File: src/rtl/peak_detector_pkg.sv
// Shared settings and types for the peak detector: sample/timestamp widths,
// holdoff and FIFO sizing, FSM state encoding and the event payload layout.
package peak_detector_pkg;

  localparam int unsigned SIZE_FILTER_DATA = 16;
  localparam int unsigned SIZE_TIMESTAMP   = 32;
  localparam int unsigned SIZE_PEAK_WIDTH  = 8;
  localparam int unsigned PEAK_HOLDOFF     = 8;
  localparam int unsigned PEAK_FIFO_DEPTH  = 4;

  typedef enum logic [1:0] {
    PD_IDLE    = 2'd0,
    PD_ARMED   = 2'd1,
    PD_HOLDOFF = 2'd2
  } peak_state_t;

  // Event layout at the default widths; "time" is reserved, hence peak_time.
  typedef struct packed {
    logic signed [SIZE_FILTER_DATA-1:0] amplitude;
    logic [SIZE_TIMESTAMP-1:0]          peak_time;
    logic [SIZE_PEAK_WIDTH-1:0]         width;
  } peak_event_t;

endpackage

File: src/rtl/peak_event_fifo.sv
// Synchronous event FIFO with a registered head/valid; a pop and a push may
// share a cycle even when full.
module peak_event_fifo #(
  parameter int unsigned W     = 8,
  parameter int unsigned DEPTH = 4
) (
  input  logic         clk,
  input  logic         reset,
  input  logic         push,
  input  logic [W-1:0] data,
  input  logic         pop,
  output logic         full_c,
  output logic         valid,
  output logic [W-1:0] head
);

  localparam int unsigned PTR_W = $clog2(DEPTH);
  localparam int unsigned CNT_W = PTR_W + 1;

  logic [W-1:0]     mem [DEPTH];
  logic [PTR_W-1:0] wr_ptr;
  logic [PTR_W-1:0] rd_ptr;
  logic [PTR_W-1:0] rd_next;
  logic [CNT_W-1:0] count;
  logic [CNT_W-1:0] count_next;
  logic [W-1:0]     head_next;
  logic             do_push;
  logic             do_pop;

  assign full_c     = (count == CNT_W'(DEPTH));
  assign do_pop     = valid && pop;
  assign do_push    = push && (!full_c || do_pop);
  assign rd_next    = rd_ptr + PTR_W'(do_pop);
  assign count_next = count + CNT_W'(do_push) - CNT_W'(do_pop);

  // Next head: the incoming entry when it lands at the new read slot.
  always_comb begin
    head_next = mem[rd_next];
    if (do_push && (rd_next == wr_ptr)) head_next = data;
  end

  always_ff @(posedge clk) begin
    if (do_push) mem[wr_ptr] <= data;
  end

  always_ff @(posedge clk) begin
    if (!reset) begin
      wr_ptr <= '0;
      rd_ptr <= '0;
      count  <= '0;
      valid  <= 1'b0;
      head   <= '0;
    end else begin
      wr_ptr <= wr_ptr + PTR_W'(do_push);
      rd_ptr <= rd_next;
      count  <= count_next;
      valid  <= (count_next != '0);
      head   <= (count_next != '0) ? head_next : '0;
    end
  end

endmodule

File: src/rtl/peak_detector.sv
// Extracts one {peak amplitude, peak timestamp, width} event per pulse above
// threshold and queues it for a valid/ready consumer.
module peak_detector
  import peak_detector_pkg::*;
#(
  parameter int unsigned DATA_W     = SIZE_FILTER_DATA,
  parameter int unsigned TS_W       = SIZE_TIMESTAMP,
  parameter int unsigned WIDTH_W    = SIZE_PEAK_WIDTH,
  parameter int unsigned HOLDOFF    = PEAK_HOLDOFF,
  parameter int unsigned FIFO_DEPTH = PEAK_FIFO_DEPTH
) (
  input  logic                     clk,
  input  logic                     reset,
  input  logic signed [DATA_W-1:0] input_data,
  input  logic signed [DATA_W-1:0] threshold,
  output logic                     out_valid,
  input  logic                     out_ready,
  output logic signed [DATA_W-1:0] out_amplitude,
  output logic [TS_W-1:0]          out_time,
  output logic [WIDTH_W-1:0]       out_width,
  output logic [15:0]              drop_count,
  output logic                     busy
);

  localparam int unsigned EVENT_W = DATA_W + TS_W + WIDTH_W;
  localparam int unsigned HCNT_W  = 8;

  peak_state_t              state;
  peak_state_t              state_next;
  logic [TS_W-1:0]          ts;
  logic signed [DATA_W-1:0] max_q;
  logic signed [DATA_W-1:0] max_next;
  logic [TS_W-1:0]          tmax_q;
  logic [TS_W-1:0]          tmax_next;
  logic [WIDTH_W-1:0]       width_q;
  logic [WIDTH_W-1:0]       width_next;
  logic [HCNT_W-1:0]        hcnt_q;
  logic [HCNT_W-1:0]        hcnt_next;
  logic                     above;
  logic                     push;
  logic                     pop;
  logic                     fifo_full;
  logic [EVENT_W-1:0]       head;

  assign above = (input_data > threshold);
  assign pop   = out_valid && out_ready;

  always_comb begin
    state_next = state;
    max_next   = max_q;
    tmax_next  = tmax_q;
    width_next = width_q;
    hcnt_next  = hcnt_q;
    push       = 1'b0;
    unique case (state)
      PD_IDLE: begin
        if (above) begin
          state_next = PD_ARMED;
          max_next   = input_data;
          tmax_next  = ts;
          width_next = WIDTH_W'(1);
        end
      end
      PD_ARMED: begin
        if (above) begin
          if (width_q != '1) width_next = width_q + WIDTH_W'(1);
          // Strict compare: on a tie the earlier sample stays the peak.
          if (input_data > max_q) begin
            max_next  = input_data;
            tmax_next = ts;
          end
        end else begin
          push       = 1'b1;
          state_next = PD_HOLDOFF;
          hcnt_next  = HCNT_W'(HOLDOFF - 1);
        end
      end
      PD_HOLDOFF: begin
        if (hcnt_q == '0) state_next = PD_IDLE;
        else              hcnt_next  = hcnt_q - HCNT_W'(1);
      end
      default: state_next = PD_IDLE;
    endcase
  end

  always_ff @(posedge clk) begin
    if (!reset) begin
      state      <= PD_IDLE;
      ts         <= '0;
      max_q      <= '0;
      tmax_q     <= '0;
      width_q    <= '0;
      hcnt_q     <= '0;
      drop_count <= '0;
      busy       <= 1'b0;
    end else begin
      state   <= state_next;
      ts      <= ts + TS_W'(1);
      max_q   <= max_next;
      tmax_q  <= tmax_next;
      width_q <= width_next;
      hcnt_q  <= hcnt_next;
      busy    <= (state_next != PD_IDLE);
      if (push && fifo_full && !pop && (drop_count != 16'hFFFF))
        drop_count <= drop_count + 16'd1;
    end
  end

  peak_event_fifo #(
    .W     (EVENT_W),
    .DEPTH (FIFO_DEPTH)
  ) u_fifo (
    .clk    (clk),
    .reset  (reset),
    .push   (push),
    .data   ({max_q, tmax_q, width_q}),
    .pop    (out_ready),
    .full_c (fifo_full),
    .valid  (out_valid),
    .head   (head)
  );

  assign out_amplitude = head[EVENT_W-1 -: DATA_W];
  assign out_time      = head[WIDTH_W +: TS_W];
  assign out_width     = head[WIDTH_W-1:0];

endmodule

File: config.mk
export PLATFORM = sky130hd
export DESIGN_NAME = peak_detector
export DESIGN_NICKNAME = d
export VERILOG_FILES = /design/src/rtl/peak_detector_pkg.sv /design/src/rtl/peak_event_fifo.sv /design/src/rtl/peak_detector.sv
export SDC_FILE = /design/constraint.sdc
export NUM_CORES = 1
export LEC_CHECK = 0
export ABC_CLOCK_PERIOD_IN_PS = 8200
export BUFFER_PORTS_ARGS = -buffer_cell sky130_fd_sc_hd__buf_4
export CAP_MARGIN = 20
export CORE_MARGIN = 3
export CORE_UTILIZATION = 54
export DETAILED_ROUTE_END_ITERATION = 10
export PLACE_DENSITY = 0.75
export SYNTH_ARGS = -nofsm -noshare
export SYNTH_HDL_FRONTEND = slang
export SYNTH_SLANG_ARGS = --single-unit
File: constraint.sdc
create_clock -name clk -period 8.2 [get_ports clk]
set_input_delay 1.64 -clock clk [delete_from_list [all_inputs] [get_ports clk]]
set_output_delay 1.64 -clock clk [all_outputs]
set_load 0.03 [all_outputs]
==> impl_results.md, run 1 <==
* Final wirelength at 32.1 mm
* Number of port buffers at ~110
* Synth Flop Type: edfxtp_1
* Worst vdd ir at 0.148 mV
* Cts hold-fix bufs at 0
* Ant diodes at 0
* Design Power at 5.49 mW
* CTS sink cnt at 403
* Final period utilization at 74.4%
* Run status: finished clean
* Largest net degree at the start of global routing at 82
* Type of destination of the critical path: register
* Syn Std Cell Area at ~0.016 mm^2
* Die H at 179 um
* Placed Instances at 1,650
* Clock input transition at the sequential cells of the worst setup and hold paths at approximately 0.060 ns
* Iter 0 DRT Violations at 595
* Fin. Hold Viols at 0
* Commonest cells in the netlist: 224 x edfxtp_1, 179 x dfxtp_1, 127 x nand2_1
* Routed length per instance at between 15 and 20 um
* Max cap viols at 0
* Crit path time final at 6.10 ns
* Slew HR at between 30 and 40%
* CTS Buf Count at 41
* Max Freq at 164 MHz
* Ys async rst share at 0%
* H-tree depth at 2
* Final Max Tran Viols at 0
* Largest cells by area after synthesis: edfxtp_1 42%, dfxtp_1 22%, mux4_2 7.8%
* Mapped Avg Cell Area at 13.5 um^2
* Die ar. at 0.0321 mm^2
* I/O pin count at 109
* Setup repair after global routing missed its margin: false
* Vias in the first global route at approximately 9,500
* Global-route wire length before repair at between 50 and 60 mm
* Synth area leader: edfxtp_1
* Post-CTS Setup Inserts at 0
* Sequential area share after synthesis at 63.7%
* Min-delay worst type: register to register
* Power per cell area at 293 mW/mm^2
* DRT Pass-1 Iters at 5
* Initial antenna violation count at 0
* Crit-path max FO at 37
* Clock tree buffer depth at 3
* Post-cts gate resize count at 0
* Worst Hold Path Cells at 2
* Worst EP required at 8.59 ns
* Leakage power at 6.78 nW
* Post-Syn Nets at 1,271
* DP HPWL at 19.8 mm
* Setup WS post-layout at 2.10 ns
* Via density at 5.59
* Area growth from synthesis to layout at 15.9%
* Crit Path Class: primary input to register
* FP Rows at 62
* Area of the multi-input gates at 0.00554 mm^2
* Initial Util at 55.6%
* Die X at 179 um
* GPL Wtd Cong at just over 0.8
* Fillers at 2,096
* Worst skew pair latency at 0.53 ns
* Number of synthesized register bits at 403
* Drt drc at 0
* Post-synth cell types at 54
* Post-place setup slack at 1.58 ns
* Worst-Margin Slew at 0.937 ns
* Crit path arrival time at 6.48 ns
* Worst-path cell with the longest stage delay: o21ai_4
* Most common cell in the netlist: edfxtp_1
* Clock root buffer: clkbuf_16
* Setup-failing EPs final at 0
* Storage element area at between 0.01 and 0.015 mm^2
* Layout Skew at 0.0263 ns
* GRT Util Overall at 20.3%
* Setup TNS at 0 ns
* Reg2Reg Depth at 12
* Core region area at 0.0291 mm^2
* Ys Warns at 0
* Via count at between 9,000 and 10,000
* Final nets at 1,386
* Crit path launch type: primary input
* CTS tree: yes
* Hold WS at 0.468 ns
* Yosys top cell area share at 41.6%
* Worst path max stage delay at 0.55 ns
* Total gr overflow at 0
* Final cell count without fillers at 1,726
* Antenna viol nets, final at 0
* Cell count after synthesis at approximately 1,200
* Post-synth EDFFs at 224
* Fraction of layout cells with a size suffix above 1 at 19.0%
* Worst path cell trace: buf_4, ha_1, nand4_1, nor4_1, a21bo_2, a31o_2, a31oi_2, nand2_1, inv_1, ha_1, inv_1, fa_1, xnor2_1, xnor2_1, o21ai_4, buf_4, nor2_1
[registers in the layout, indices dropped and copies added, names as in the netlist]
signal	flops
width_q	8
u_fifo.head	56
state	2
hcnt_q	8
u_fifo.wr_ptr	2
u_fifo.rd_ptr	2
max_q	16
u_fifo.valid	1
u_fifo.count	3
u_fifo.mem	224
ts	32
drop_count	16
tmax_q	32
busy	1
[cell usage in the layout, fill, tap and decap left out, types with 4 or more instances in the layout]
cell         n
xor2_1      12
ha_1        40
edfxtp_1   224
clkbuf_1    16
clkbuf_8     4
dfxtp_1    179
inv_1       52
a21o_1       4
nand4_1     21
nand2_1    127
a21oi_1     30
nor2_1     109
o211ai_1     5
nand3_1     20
or4_1        8
o31ai_1      7
o21ai_0     12
and2_1      14
xnor2_1     26
nor2b_1      5
nor3_1      10
buf_4      122
mux4_2      56
clkbuf_16   43
and4_1       7
or3_1       11
mux2i_1    110
and3_1       9
clkinv_1     6
[power by group]
group / switching, mW / internal, mW / total (mW)
registers: 0.0871 / 2.32 / 2.41
logic: 0.772 / 0.555 / 1.33
clock network: 0.721 / 1.03 / 1.75
[stage by stage]
stage | cell area [um^2] | util [%]
after detailed placement | 17500 | 60.1
final | 18800 | 64.5
after CTS | 18800 | 64.5
after floorplan | 16200 | -
after global placement | 17400 | 60.0
after global routing | 18800 | 64.5
[final cells by class]
type / count / area share (%)
Clock inverter: 13 / 0.500
Sequential cell: 403 / 55.0
Tap cell: 384 / 2.56
Multi-Input combinational cell: 687 / 29.5
Timing Repair Buffer: 124 / 5.04
Clock buffer: 63 / 6.35
Inverter: 52 / 1.04
[metal layers]
layer,up-vias,routed length [um],global-route usage (%)
met1,4786,14000,27.7
met5,-,0,0
li1,4588,-,-
met3,38,1790,3.66
met2,237,15800,34.1
met4,0,519,5.06
[worst max-delay path, delay by kind of cell]
| kind | cells | cell delay, ns |
|---|---|---|
| xor gates and xnor gates | 2 | 0.35 |
| AOI/OAI and AO/OA | 4 | 1.63 |
| adders and majority gates | 3 | 0.86 |
| and+or+nand+nor | 4 | 1.13 |
| buffers and inverters | 4 | 0.85 |
[worst paths after layout]
check / startpoint / to / slack (ns)
min reg2reg: ts[1] / tmax_q[1] / 0.47
min: ts[1] / tmax_q[1] / 0.47
max reg2reg: state[0] / u_fifo.head[41] / 4.38
max: input_data[15] / u_fifo.head[41] / 2.10
[logic make-up after synthesis]
logic type / Yosys count / share of synthesized area [%]
flip-flops: 403 / 63.7
AND/OR/NAND/NOR: 364 / 10.6
multiplexers: 166 / 14.6
buffers and inverters: 104 / 2.65
AO/OA/AOI/OAI: 76 / 3.02
adder cells (fa/ha/maj): 42 / 3.29
XOR/XNOR: 39 / 2.11
Note: power is estimated with default switching activity, not from simulation.
==> run 2, diff against run 1 <==
--- a/config.mk
+++ b/config.mk
@@ -5,7 +5,7 @@
 export SDC_FILE = /design/constraint.sdc
 export NUM_CORES = 1
 export LEC_CHECK = 0
-export ABC_CLOCK_PERIOD_IN_PS = 8200
+export ABC_CLOCK_PERIOD_IN_PS = 5340
 export BUFFER_PORTS_ARGS = -buffer_cell sky130_fd_sc_hd__buf_4
 export CAP_MARGIN = 20
 export CORE_MARGIN = 3
==> constraint.sdc (replaced) <==
create_clock -name clk -period 5.34 [get_ports clk]
set_input_delay 1.068 -clock clk [delete_from_list [all_inputs] [get_ports clk]]
set_output_delay 1.068 -clock clk [all_outputs]
set_load 0.03 [all_outputs]
==> run 2 against run 1 <==
Against the previous run:
- clock skew down 0.014 ns
- die area did not move
- sequential share of layout area barely moved
- non-clock buffer count is 1 higher
- sequential power grew 54%
- global-route usage is 0.39 points lower
- critical path type unchanged
- largest cell class unchanged
==> impl_results.md, run 2 (synthesis gave the netlist of run 1 again) <==
* Run status: finished clean
* FF-to-FF setup slack at 1.96 ns (-2.42 ns)
* Hold WS at 0.483 ns (+0.0143 ns)
* Clock input transition at the sequential cells of the worst setup and hold paths at 0.06 ns (about the same)
* Initial Util at 55.6% (unchanged)
* Fin. Hold Viols at 0 (unchanged)
* Cts hold-fix bufs at 0 (unchanged)
* Power per cell area at 442 mW/mm^2 (+51%)
* Post-CTS Setup Inserts at 0 (unchanged)
* Fillers at 2,132 (+1.7%)
* Global-route wire length before repair at 50.6 mm (-0.47%)
* DRT Pass-1 Iters at 5 (unchanged)
* Die ar. at 0.0321 mm^2 (unchanged)
* Crit path launch type: primary input
* Die H at 179 um (unchanged)
* Crit-path max FO at 57 (+54%)
* Drt drc at 0 (unchanged)
* Most flops, register: u_fifo.mem
* Core region area at 0.0291 mm^2 (unchanged)
* FP Rows at 62 (unchanged)
* Total gr overflow at 0 (unchanged)
* Most common cell after layout, fill and taps aside: edfxtp_1
* Max cap viols at 0 (unchanged)
* Layout Skew at 0.0121 ns (-0.0142 ns)
* Area growth from synthesis to layout at 15.9% (about the same)
* Routed length per instance at 18.0 um (-3.0%)
* Leakage power at 6.74 nW (-0.61%)
* Worst EP required at 5.73 ns (-2.86 ns)
* CTS Buf Count at 41 (unchanged)
* Min-delay worst type: register to register
* Most frequent cells in the layout: 224 x edfxtp_1, 179 x dfxtp_1, 127 x nand2_1, 117 x buf_4, 110 x mux2i_1
* Ant diodes at 0 (unchanged)
* Final nets at 1,387 (+0.072%)
* Slew HR at 41.1% (+3.7 points)
* Clock root buffer: clkbuf_16
* GRT Util Overall at 19.9% (-0.39 points)
* Type of destination of the critical path: register
* Number of port buffers at 108 (unchanged)
* Post-place setup slack at 0.577 ns (-1.00 ns)
* Largest register FFs at 224 (unchanged)
* CTS tree: yes
* Crit Path Class: primary input to register
* Final wirelength at 31.1 mm (-3.2%)
* Crit path time final at 4.26 ns
* Final cell count without fillers at 1,724 (-0.12%)
* Crit path arrival time at 4.64 ns (-1.84 ns)
* Initial antenna violation count at 0 (unchanged)
* Setup repair after global routing missed its margin: false
* Worst-Margin Slew at 0.883 ns (-0.0539 ns)
* Final Max Tran Viols at 0 (unchanged)
* Fraction of layout cells with a size suffix above 1 at 18.7% (-0.34 points)
* I/O pin count at 109 (unchanged)
* GPL Wtd Cong at 0.795 (-2.0%)
* H-tree depth at 2 (unchanged)
* Worst skew pair latency at 0.52 ns (about the same)
* Post-cts gate resize count at 0 (unchanged)
* Final period utilization at 79.7%
* Via count at 9,626 (-0.24%)
* CTS sink cnt at 403 (unchanged)
* Max Freq at roughly 230 MHz
* Largest regs: u_fifo.mem: 224 flops, u_fifo.head: 56 flops
* Via density at 5.58 (-0.12%)
* Clock tree buffer depth at 3 (unchanged)
* Setup TNS at 0 ns (unchanged)
* Antenna viol nets, final at 0 (unchanged)
* Die X at 179 um (unchanged)
* DP HPWL at 18.8 mm (-5.2%)
* Worst vdd ir at 0.216 mV (+46%)
* Setup-failing EPs final at 0 (unchanged)
* Setup WS post-layout at 1.08 ns (-1.02 ns)
* Iter 0 DRT Violations at 506 (-15%)
* Largest net degree at the start of global routing at 81 (-1.2%)
* Placed Instances at 1,651 (+0.061%)
* Vias in the first global route at 9,690 (+2.3%)
## run 2: changes by cell type in the layout (fill, tap and decap cells not counted), sizes merged
cell | before | now
bufinv | 1 | 0
clkinv | 9 | 6
clkbuf | 63 | 67
clkinvlp | 1 | 0
inv | 54 | 52
buf | 124 | 125
## run 2: cell type report
cell class | instances | area, um^2 | area share, %
Inverter | 52 | 195 | 1.04
Sequential cell | 403 | 10300 | 55.0
Clock inverter | 6 | 28.8 | 0.154
Clock buffer | 67 | 1140 | 6.10
Timing Repair Buffer | 125 | 1040 | 5.54
Tap cell | 384 | 480 | 2.56
Multi-Input combinational cell | 687 | 5550 | 29.6
## run 2: worst paths after layout
path | depth (start not counted) | endpoint | from
setup reg to reg | 10 | tmax_q[26] | max_q[14]
setup / recovery | 17 | u_fifo.head[7] | input_data[15]
hold / removal | 1 | ts[0] | ts[0]
hold reg to reg | 1 | ts[0] | ts[0]
## run 2: metal layers
metal  track usage (%)  share of wire (%)
met5                 0                  0
met1              27.3                 45
met2              33.6                 49
met4              5.03                1.8
met3              3.20                4.3
## run 2: per-stage QoR
stage / cell area (um^2) / utilization [%] / power [mW]
floorplan: 16200 / - / 5.16
global placement: 17600 / 60.4 / 5.81
detailed placement: 17600 / 60.4 / 5.84
CTS: 18700 / 64.4 / 8.39
global route: 18700 / 64.4 / 8.67
finish: 18700 / 64.4 / 8.28
## run 2: power breakdown
group	internal, mW	leakage (nW)	switching (mW)
clock	1.46	0.569	1.08
combinational	0.871	2.66	1.17
sequential	3.56	3.52	0.136
## run 2: worst max-delay path, cell delays in order
cell and delay (ns):
buf_4 0.13, ha_1 0.31, nand4_1 0.19, nor4_1 0.46
a21bo_2 0.28, a31o_2 0.36, a31oi_2 0.22, nand2_1 0.09
inv_1 0.08, ha_1 0.14, inv_1 0.05, fa_1 0.37
xnor2_1 0.14, xnor2_1 0.17, o21ai_4 0.18, buf_12 0.29
nor2_1 0.09
==> run 3, diff against run 2 <==
--- a/config.mk
+++ b/config.mk
@@ -5,13 +5,13 @@
 export SDC_FILE = /design/constraint.sdc
 export NUM_CORES = 1
 export LEC_CHECK = 0
-export ABC_CLOCK_PERIOD_IN_PS = 5340
+export ABC_CLOCK_PERIOD_IN_PS = 4270
 export BUFFER_PORTS_ARGS = -buffer_cell sky130_fd_sc_hd__buf_4
 export CAP_MARGIN = 20
 export CORE_MARGIN = 3
-export CORE_UTILIZATION = 54
+export CORE_UTILIZATION = 55
 export DETAILED_ROUTE_END_ITERATION = 10
-export PLACE_DENSITY = 0.75
+export PLACE_DENSITY = 0.74
 export SYNTH_ARGS = -nofsm -noshare
 export SYNTH_HDL_FRONTEND = slang
 export SYNTH_SLANG_ARGS = --single-unit
==> constraint.sdc (replaced) <==
create_clock -name clk -period 4.27 [get_ports clk]
set_input_delay 0.854 -clock clk [delete_from_list [all_inputs] [get_ports clk]]
set_output_delay 0.854 -clock clk [all_outputs]
set_load 0.03 [all_outputs]
==> run 3 against run 2 <==
Against the previous run:
- cell area rose by 1.9%
- register-to-register slack got worse by 0.63 ns
- routed wire length rose by 1.9%
- cell count rose by 0.41%
- power rose by 30%
- clock power rose by 37%
- sequential share of layout area fell by 1.0 points
- worst setup slack got worse by 0.37 ns
- critical path depth did not move
- critical path type unchanged
- largest cell class unchanged
==> impl_results.md, run 3 (synthesis gave the netlist of run 1 again) <==
* Largest net degree at the start of global routing at 63 (-22%)
* Hold WS at 0.483 ns (-0.00000900 ns)
* GRT Util Overall at 20.6% (+0.65 points)
* Clock root buffer: clkbuf_16
* Slew HR at 39.3% (-1.8 points)
* Antenna viol nets, final at 0 (unchanged)
* Number of port buffers at 108 (unchanged)
* Sw power at 3.05 mW (+28%)
* Drt drc at 0 (unchanged)
* Ant diodes at 0 (unchanged)
* Run status: finished clean
* Cell internal pwr at 7.67 mW (+30%)
* Final Max Tran Viols at 0 (unchanged)
* Die H at 178 um (-0.88%)
* Min-delay worst type: register to register
* Post-layout utilization of the core at 66.2% (+1.7 points)
* Worst vdd ir at 0.288 mV (+33%)
* Clock tree buffer depth at 3 (unchanged)
* Crit-path max FO at 41 (-28%)
* Fraction of layout cells with a size suffix above 1 at 21.2% (+2.5 points)
* CTS tree: yes
* Net Sw Frac at 28.5% (-0.36 points)
* Via density at 5.59 (+0.10%)
* Largest register FFs at 224 (unchanged)
* Worst-path cell with the longest stage delay: fa_1
* Vias in the first global route at 9,694 (+0.041%)
* Clock input transition at the sequential cells of the worst setup and hold paths at 0.06 ns (about the same)
* Final wirelength at 31.6 mm (+1.9%)
* Crit path arrival time at 4.01 ns (-0.63 ns)
* Worst path cell trace: buf_4, ha_4, nand4_1, nor4_2, a21bo_2, a31o_4, a31oi_4, nand2_4, inv_1, ha_1, inv_1, fa_1, xnor2_1, xnor2_1, o21ai_4, buf_12, nor2_1
* Worst path max stage delay at 0.37 ns (-0.09 ns)
* Type of destination of the critical path: register
* Fin. Hold Viols at 0 (unchanged)
* FP Rows at 62 (unchanged)
* Most frequent cells in the layout: 224 x edfxtp_1, 179 x dfxtp_1, 125 x nand2_1, 124 x buf_4, 110 x mux2i_1
* CTS Buf Count at 40 (-2.4%)
* Number of buffers and inverters on the critical path at 4 (unchanged)
* Die ar. at 0.0315 mm^2 (-1.8%)
* GPL Wtd Cong at 0.845 (+6.4%)
* Largest regs: u_fifo.mem: 224 flops, u_fifo.head: 56 flops
* Worst EP required at 4.72 ns (-1.01 ns)
* H-tree depth at 2 (unchanged)
* DRT Pass-1 Iters at 5 (unchanged)
* Initial antenna violation count at 0 (unchanged)
* Setup-failing EPs final at 0 (unchanged)
* Via count at 9,675 (+0.51%)
* Final period utilization at 83.4%
* Routed length per instance at 18.3 um (+1.5%)
* Worst skew pair latency at 0.52 ns (about the same)
* Setup TNS at 0 ns (unchanged)
* Final nets at 1,392 (+0.36%)
* Power per cell area at 561 mW/mm^2 (+27%)
* DP HPWL at 19.6 mm (+4.6%)
* Sequential share of power at 43.1% (-1.6 points)
* Post-cts gate resize count at 0 (unchanged)
* Post-CTS Setup Inserts at 0 (unchanged)
* Setup repair after global routing missed its margin: false
* Total gr overflow at 0 (unchanged)
* Most flops, register: u_fifo.mem
* Initial Util at 56.1% (+0.45 points)
* Top Family by Delay on Critical Path: compound AO/OA/AOI/OAI gates
* Die X at 178 um (-0.88%)
* Power share of the clock group at 32.4% (+1.7 points)
* Cts hold-fix bufs at 0 (unchanged)
* CTS sink cnt at 403 (unchanged)
* Global-route wire length before repair at 51.5 mm (+1.7%)
* Max Freq at about 280 MHz
* Crit path launch type: primary input
* Leakage power at 6.85 nW (+1.6%)
* Layout Skew at 0.0174 ns (+0.00533 ns)
* Crit Path Class: primary input to register
* Worst-Margin Slew at 0.911 ns (+0.0277 ns)
* Max cap viols at 0 (unchanged)
* Core region area at 0.0289 mm^2 (-0.80%)
* Crit path time final at ~3.6 ns
* Iter 0 DRT Violations at 654 (+29%)
* I/O pin count at 109 (unchanged)
* Most common cell after layout, fill and taps aside: edfxtp_1
* Area growth from synthesis to layout at 18.0%
* Logic pwr share at 24.5% (-0.2 points)
==> run 3: cell count changes in the layout (fill, tap and decap cells not counted), sizes merged <==
cell and change:
clkbuf -8, buf +6, clkinv +6, bufinv +3
==> run 3: final cells by class <==
type | count | area (um^2)
flip-flops and latches | 403 | 10300
fillers | 2125 | 9760
multi-input cells | 687 | 5700
clock buffers | 59 | 1170
repair buffers | 131 | 1070
well taps | 384 | 480
inverters | 52 | 205
clock inverters | 15 | 158
==> run 3: worst reg2reg max path: stages (launching register included) <==
cell,delay (ns)
dfxtp_1,0.44
inv_1,0.13
ha_1,0.34
nand4_1,0.21
nor3_1,0.10
a21boi_0,0.14
nor4_1,0.40
mux2i_1,0.19
a211oi_4,0.35
buf_12,0.31
mux2i_1,0.26
==> run 3: per-stage QoR <==
stage / power (mW) / area (um^2) / instances / setup WS [ns]
3_3_place_gp: 7.32 / 17800 / 1657 / 0.255
6_report: 10.7 / 19100 / 1731 / 0.709
5_1_grt: 11.2 / 19100 / 1731 / 0.544
4_1_cts: 10.8 / 19100 / 1731 / 0.719
2_1_floorplan: 6.47 / 16400 / 1194 / -0.166
3_5_place_dp: 7.36 / 17800 / 1657 / 0.196
==> run 3: routing by layer <==
layer  vias to the layer above  share of wire (%)  global-route usage, %
li1                       4599                  -                      -
met1                      4838                 46                   29.1
met2                       197                 48                   33.7
met3                        41                4.7                   3.57
met4                         0                1.6                   4.84
met5                         -                  0                      0
==> run 3: power by group through the flow <==
| stage | logic [mW] | clock network, mW | registers (mW) |
|---|---|---|---|
| detailed placement | 2.66 | 0 | 4.70 |
| global placement | 2.62 | 0 | 4.70 |
| finish | 2.62 | 3.48 | 4.62 |
| floorplan | 1.30 | 0 | 5.17 |
| CTS | 2.68 | 3.55 | 4.62 |
| global route | 2.84 | 3.71 | 4.65 |
==> run 3: final timing paths <==
kind	startpoint	to	slack, ns	cells after the start
setup / recovery	input_data[14]	u_fifo.head[29]	0.71	17
hold reg to reg	ts[27]	tmax_q[27]	0.48	2
hold / removal	ts[27]	tmax_q[27]	0.48	2
setup reg to reg	max_q[15]	tmax_q[9]	1.33	10
